<file path="src/rtl/vga_timing_gen_pkg.sv">
// Shared raster constants and types for the 640x480@60 Hz timing generator.
// Sync windows are derived here so the RTL never hard-codes pixel positions.
package vga_timing_pkg;

    localparam int H_VISIBLE = 640;
    localparam int H_FP      = 16;
    localparam int H_SYNC    = 96;
    localparam int H_BP      = 48;
    localparam int H_TOTAL   = H_VISIBLE + H_FP + H_SYNC + H_BP;

    localparam int V_VISIBLE = 480;
    localparam int V_FP      = 10;
    localparam int V_SYNC    = 2;
    localparam int V_BP      = 33;
    localparam int V_TOTAL   = V_VISIBLE + V_FP + V_SYNC + V_BP;

    typedef logic [9:0] coord_t;

    localparam coord_t H_MAX        = coord_t'(H_TOTAL - 1);
    localparam coord_t V_MAX        = coord_t'(V_TOTAL - 1);
    localparam coord_t H_VIS_END    = coord_t'(H_VISIBLE);
    localparam coord_t V_VIS_END    = coord_t'(V_VISIBLE);
    localparam coord_t H_SYNC_START = coord_t'(H_VISIBLE + H_FP);
    localparam coord_t H_SYNC_END   = coord_t'(H_VISIBLE + H_FP + H_SYNC - 1);
    localparam coord_t V_SYNC_START = coord_t'(V_VISIBLE + V_FP);
    localparam coord_t V_SYNC_END   = coord_t'(V_VISIBLE + V_FP + V_SYNC - 1);

    typedef struct packed {
        logic hs;
        logic vs;
        logic blank;
    } sync_bundle_t;

    // Inactive level: syncs idle high, blank low (no active video).
    localparam sync_bundle_t SYNC_IDLE = '{hs: 1'b1, vs: 1'b1, blank: 1'b0};

    function automatic logic in_window(coord_t v, coord_t lo, coord_t hi);
        return (v >= lo) && (v <= hi);
    endfunction

endpackage

</file>
<file path="src/rtl/vga_timing_gen_if.sv">
// Raster bundle from the timing generator to the drawers and VGA pins.
// No handshake: every signal is valid on every vga_clk cycle, master drives, slave samples.
interface vga_timing_if
    import vga_timing_pkg::*;
#(
    parameter int FRAME_CNT_W = 16
);
    coord_t                 DrawX;
    coord_t                 DrawY;
    logic                   hs;
    logic                   vs;
    logic                   blank;
    logic                   sync;
    logic                   frame_start;
    logic [FRAME_CNT_W-1:0] frame_count;

    modport master (
        output DrawX, DrawY, hs, vs, blank, sync, frame_start, frame_count
    );

    modport slave (
        input DrawX, DrawY, hs, vs, blank, sync, frame_start, frame_count
    );
endinterface

</file>
<file path="src/rtl/vga_timing_gen_sync_delay.sv">
// DEPTH-stage shift register for the {hs,vs,blank} bundle; DEPTH=0 is a wire.
// Reset fills every stage with RESET_VAL so no stale sync pulse leaks out.
module vga_sync_delay #(
    parameter int         DEPTH     = 2,
    parameter logic [2:0] RESET_VAL = 3'b110
) (
    input  logic       clk_i,
    input  logic       rst_i,
    input  logic [2:0] d_i,
    output logic [2:0] q_o
);
    generate
        if (DEPTH == 0) begin : g_pass
            assign q_o = d_i;
        end else begin : g_pipe
            logic [2:0] stage_q [DEPTH];

            always_ff @(posedge clk_i) begin
                if (rst_i) begin
                    for (int i = 0; i < DEPTH; i++) begin
                        stage_q[i] <= RESET_VAL;
                    end
                end else begin
                    stage_q[0] <= d_i;
                    for (int i = 1; i < DEPTH; i++) begin
                        stage_q[i] <= stage_q[i-1];
                    end
                end
            end

            assign q_o = stage_q[DEPTH-1];
        end
    endgenerate
endmodule

</file>
<file path="src/rtl/vga_timing_gen.sv">
// 640x480@60 Hz raster timing: registered DrawX/DrawY, delayed hs/vs/blank,
// and an undelayed per-frame strobe with a wrapping frame counter.
module vga_timing_gen
    import vga_timing_pkg::*;
#(
    parameter int PIPE_DELAY  = 2,
    parameter int FRAME_CNT_W = 16
) (
    input  logic         vga_clk,
    input  logic         reset,
    vga_timing_if.master vga
);
    coord_t                 hc_q, hc_d;
    coord_t                 vc_q, vc_d;
    logic [FRAME_CNT_W-1:0] frame_count_q, frame_count_d;
    logic                   frame_start;
    sync_bundle_t           sync_raw;
    sync_bundle_t           sync_dly;

    // >= rather than == so any stray value still folds back to 0 at the wrap.
    always_comb begin
        hc_d = hc_q + 10'd1;
        vc_d = vc_q;
        if (hc_q >= H_MAX) begin
            hc_d = '0;
            vc_d = (vc_q >= V_MAX) ? '0 : vc_q + 10'd1;
        end
    end

    // Gated by reset so the strobe first fires on the cycle reset drops.
    assign frame_start   = (hc_q == '0) && (vc_q == '0) && !reset;
    assign frame_count_d = frame_start ? frame_count_q + FRAME_CNT_W'(1) : frame_count_q;

    always_ff @(posedge vga_clk) begin
        if (reset) begin
            hc_q          <= '0;
            vc_q          <= '0;
            frame_count_q <= '0;
        end else begin
            hc_q          <= hc_d;
            vc_q          <= vc_d;
            frame_count_q <= frame_count_d;
        end
    end

    always_comb begin
        sync_raw.hs    = !in_window(hc_q, H_SYNC_START, H_SYNC_END);
        sync_raw.vs    = !in_window(vc_q, V_SYNC_START, V_SYNC_END);
        sync_raw.blank = (hc_q < H_VIS_END) && (vc_q < V_VIS_END);
    end

    vga_sync_delay #(
        .DEPTH     (PIPE_DELAY),
        .RESET_VAL (SYNC_IDLE)
    ) u_sync_delay (
        .clk_i (vga_clk),
        .rst_i (reset),
        .d_i   (sync_raw),
        .q_o   (sync_dly)
    );

    assign vga.DrawX       = hc_q;
    assign vga.DrawY       = vc_q;
    assign vga.hs          = sync_dly.hs;
    assign vga.vs          = sync_dly.vs;
    assign vga.blank       = sync_dly.blank;
    assign vga.sync        = 1'b0;
    assign vga.frame_start = frame_start;
    assign vga.frame_count = frame_count_q;
endmodule

</file>
<file path="src/flat_wrapper.sv">
// flat-port wrapper written by rule: the top's interface ports become plain ports
module vga_timing_gen_flat import vga_timing_pkg::*;
#(
    parameter int PIPE_DELAY  = 2,
    parameter int FRAME_CNT_W = 16
)
  (vga_clk, reset, vga_DrawX, vga_DrawY, vga_hs, vga_vs, vga_blank, vga_sync, vga_frame_start, vga_frame_count);
  vga_timing_if #(.FRAME_CNT_W(FRAME_CNT_W)) vga_i ();
  input  logic vga_clk;
  input  logic reset;
  output wire logic [$bits(vga_i.DrawX)-1:0] vga_DrawX;
  output wire logic [$bits(vga_i.DrawY)-1:0] vga_DrawY;
  output wire logic [$bits(vga_i.hs)-1:0] vga_hs;
  output wire logic [$bits(vga_i.vs)-1:0] vga_vs;
  output wire logic [$bits(vga_i.blank)-1:0] vga_blank;
  output wire logic [$bits(vga_i.sync)-1:0] vga_sync;
  output wire logic [$bits(vga_i.frame_start)-1:0] vga_frame_start;
  output wire logic [$bits(vga_i.frame_count)-1:0] vga_frame_count;
  assign vga_DrawX = vga_i.DrawX;
  assign vga_DrawY = vga_i.DrawY;
  assign vga_hs = vga_i.hs;
  assign vga_vs = vga_i.vs;
  assign vga_blank = vga_i.blank;
  assign vga_sync = vga_i.sync;
  assign vga_frame_start = vga_i.frame_start;
  assign vga_frame_count = vga_i.frame_count;
  vga_timing_gen #(.PIPE_DELAY(PIPE_DELAY), .FRAME_CNT_W(FRAME_CNT_W)) u_core (.vga_clk(vga_clk), .reset(reset), .vga(vga_i));
endmodule
</file>
<file path="config.mk">
export PLATFORM = sky130hd
export DESIGN_NAME = vga_timing_gen_flat
export DESIGN_NICKNAME = d
export VERILOG_FILES = /design/src/rtl/vga_timing_gen_pkg.sv /design/src/rtl/vga_timing_gen_if.sv /design/src/rtl/vga_timing_gen_sync_delay.sv /design/src/rtl/vga_timing_gen.sv /design/src/flat_wrapper.sv
export SDC_FILE = /design/constraint.sdc
export NUM_CORES = 1
export LEC_CHECK = 0
export CAP_MARGIN = 20
export CORE_UTILIZATION = 51
export CTS_CLUSTER_DIAMETER = 60
export CTS_CLUSTER_SIZE = 30
export DETAILED_ROUTE_END_ITERATION = 7
export GPL_ROUTABILITY_DRIVEN = 1
export PLACE_DENSITY = 0.83
export SLEW_MARGIN = 10
export SYNTH_ARGS = -nofsm -noshare
export SYNTH_HDL_FRONTEND = slang
export SYNTH_SLANG_ARGS = --single-unit
</file>
<file path="constraint.sdc">
create_clock -name vga_clk -period 2 [get_ports vga_clk]
set_input_delay 0.4 -clock vga_clk [delete_from_list [all_inputs] [get_ports vga_clk]]
set_output_delay 0.4 -clock vga_clk [all_outputs]
set_load 0.01 [all_outputs]
</file>
==> reports/metrics.yaml, run 1 <==
p_per_area_mw_per_mm2: 632
yosys_most_used_dff: "dfxtp_1"
crit_type: "reg2out"
r2r_cells: 7
synth_fp_nets: 256
cts_root_buf: "clkbuf_8"
worstSetupStartpointType: "flip-flop"
peakVddDrop_mv: 0.482
avgSynthCellArea_sq_um: 8.65
dr.pass1.iters: 5
clockPowerShare_pct: 44.6
fin_crit_ps: 1880
arrival_ps: 1480
finalSetupViolCount: 0
cts.htree.levels: 2
critPathSlowestCell: "dfxtp_2"
clkTransAtPathRegs_ps: 80
ys_seq_area_share_pct: 39.0
place_inst: 355
hold_depth: 1
core-area_sq_mm: 0.00403
port_buffers: 41
drcViolationCount: 0
die_w_um: 67.0
antenna_found_initial: 0
grt_usage_pct: 26.6
cts_buffers: 5
final.setup.tns_ps: 0
grt_pass1_wl_mm: 8.88
grtUsageMet2_pct: 42.0
cp_max_fo: 2
first_iter_violations: 196
post-route-period-util_pct: 94.0
clk_path_buf_depth: 2
yosys_warnings: 0
top_level_ports: 43
synth_edf_count: 0
insertion_delay_ps: 300
ys_types: 41
path_cells: "nor4_4 > nand2_1 > and4b_1 > buf_2"
grt_pass1_vias: 1914
core.rowCount: 23
cts_hold_buf: 0
critPathMaxStageDelay_ps: 340
antenna_left: 0
leakagePower_nw: 1.09
seq_power_share_pct: 46.4
hold_viol: 0
maxCapViolCount: 0
start_util_pct: 53.4
netSwitchingPower_uw: 394
met3_usage_pct: 6.51
cts_tree: "yes"
die_area_sq_mm: 0.00449
endpoint_kind: "output port"
synth_area_sq_mm: 0.00215
avgViaCountPerCell: 5.81
pwr-share-comb_pct: 9.1
rsz0062_at_grt: "no"
postLayoutCellArea_sq_mm: 0.00294
dp_hpwl_mm: 3.67
routed_wl_mm: 5.41
clock_skew_ps: 10.7
met1_usage_pct: 33.8
layout.nets: 322
drv_slew: 0
swShare_pct: 21.2
area_growth_pct: 36.5
cp.required_ps: 1600
dieHeight_um: 67.0
status: "finished clean"
drive_above_1_share_pct: 20.9
layout.cells.non_filler: 366
fmax_mhz: 532
globalRouteOverflowTotal: 0
routedWlPerCell_um: 14.8
num_antenna_cells: 0
internal_power_mw: 1.46
gp_congestion: 0.869
clkSinkCount: 42
placed_area_sq_mm: 0.00276
grt_max_degree: 42
vias: 2127
ys_async_sr_fraction_pct: 0
final_core_util_pct: 73.0
syn_inst: 249
hold_path_class: "reg2reg"
ys_ff_latch: 42
grt.busiest_layer: "met2"
==> cells by family after synthesis <==
family | Yosys count | share of synthesized area [%]
flip-flops | 42 | 39.0
XOR/XNOR | 7 | 2.85
other | 1 | 0.174
AND/OR/NAND/NOR | 116 | 31.5
adder cells (fa/ha/maj) | 5 | 2.91
AO/OA/AOI/OAI | 41 | 13.1
buffers and inverters | 30 | 6.74
multiplexers | 7 | 3.66
==> timing repair <==
item,4_1_cts,5_1_grt
gates resized for setup,5,4
buffers inserted,2,1
setup endpoints to repair,11,10
pin swaps,3,2
==> worst paths after layout <==
check | startpoint | slack, ps | to
min | u_core.u_sync_delay.g_pipe.stage_q[0][2] | 420 | u_core.u_sync_delay.g_pipe.stage_q[0][5]
max reg2reg | u_core.vga.DrawY[0] | 150 | u_core.vga.frame_count[13]
max | u_core.vga.DrawY[7] | 120 | vga_frame_start
min reg2reg | u_core.u_sync_delay.g_pipe.stage_q[0][2] | 420 | u_core.u_sync_delay.g_pipe.stage_q[0][5]
==> final cells by class <==
class / count / area [sq um]
inverter: 17 / 63.8
fill: 312 / 1090
clock buffer: 6 / 82.6
tap: 50 / 62.6
timing repair buffer: 72 / 638
multi-input combinational: 177 / 1190
sequential: 42 / 842
clock inverter: 2 / 60.1
==> worst max-delay path, delay by kind of cell (launching register included) <==
family / cells / cell delay (ps)
DFF: 1 / 340
and+or+nand+nor: 3 / 710
buffers and inverters: 1 / 130
==> cells in the mapped netlist, types with 7 or more instances <==
cell,number,area share [%]
dfxtp_1,42,39
nor2_1,25,4.4
inv_1,17,3.0
nand3_1,16,3.7
a21oi_1,14,3.3
nand2_1,14,2.4
or2_2,8,2.3
nor2b_1,7,2.0
==> registers in the layout, indices dropped and copies added, names as in the netlist <==
name and flops:
u_core.vga.DrawY 10, u_core.u_sync_delay.g_pipe.stage_q 6, u_core.vga.frame_count 16, u_core.vga.DrawX 10
==> cells in the final DEF (no fill, tap or decap), types with 7 or more instances in the layout <==
cell	n
a21oi_1	14
buf_4	31
clkdlybuf4s50_1	40
dfxtp_1	41
inv_1	17
nand2_1	14
nand3_1	16
nor2_1	25
nor2b_1	7
or2_2	8
==> stage by stage <==
step                      total power [mW]  hold slack [ps]  setup slack (ps)
final                                 1.86              422               120
after global routing                  1.93              437              12.9
after CTS                             1.86              423              1.67
after detailed placement              1.03              403             -86.6
after global placement                1.02              391             -82.6
after floorplan                      0.971              389               205
==> layer usage <==
metal  share of wire (%)  routed length (um)
met1                  43                2340
met2                  48                2600
met3                 6.8                 367
met4                 1.9                 101
met5                   0                   0
==> power groups by stage <==
stage | clock network, mW | logic, mW | registers (mW)
after CTS | 0.836 | 0.160 | 0.861
after global placement | 0 | 0.143 | 0.879
after floorplan | 0 | 0.0844 | 0.886
final | 0.827 | 0.168 | 0.861
after global routing | 0.880 | 0.184 | 0.864
after detailed placement | 0 | 0.148 | 0.880
Note: power is estimated with default switching activity, not from simulation.
==> inputs of run 2 (changes only) <==
--- a/config.mk
+++ b/config.mk
@@ -7,10 +7,11 @@
 export LEC_CHECK = 0
 export CAP_MARGIN = 20
 export CORE_UTILIZATION = 51
-export CTS_CLUSTER_DIAMETER = 60
+export CTS_CLUSTER_DIAMETER = 100
 export CTS_CLUSTER_SIZE = 30
 export DETAILED_ROUTE_END_ITERATION = 7
 export GPL_ROUTABILITY_DRIVEN = 1
+export HOLD_SLACK_MARGIN = 0.05
 export PLACE_DENSITY = 0.83
 export SLEW_MARGIN = 10
 export SYNTH_ARGS = -nofsm -noshare
==> results of run 2 <==
No change in the layout: final DEF, timing and power equal those of run 1.
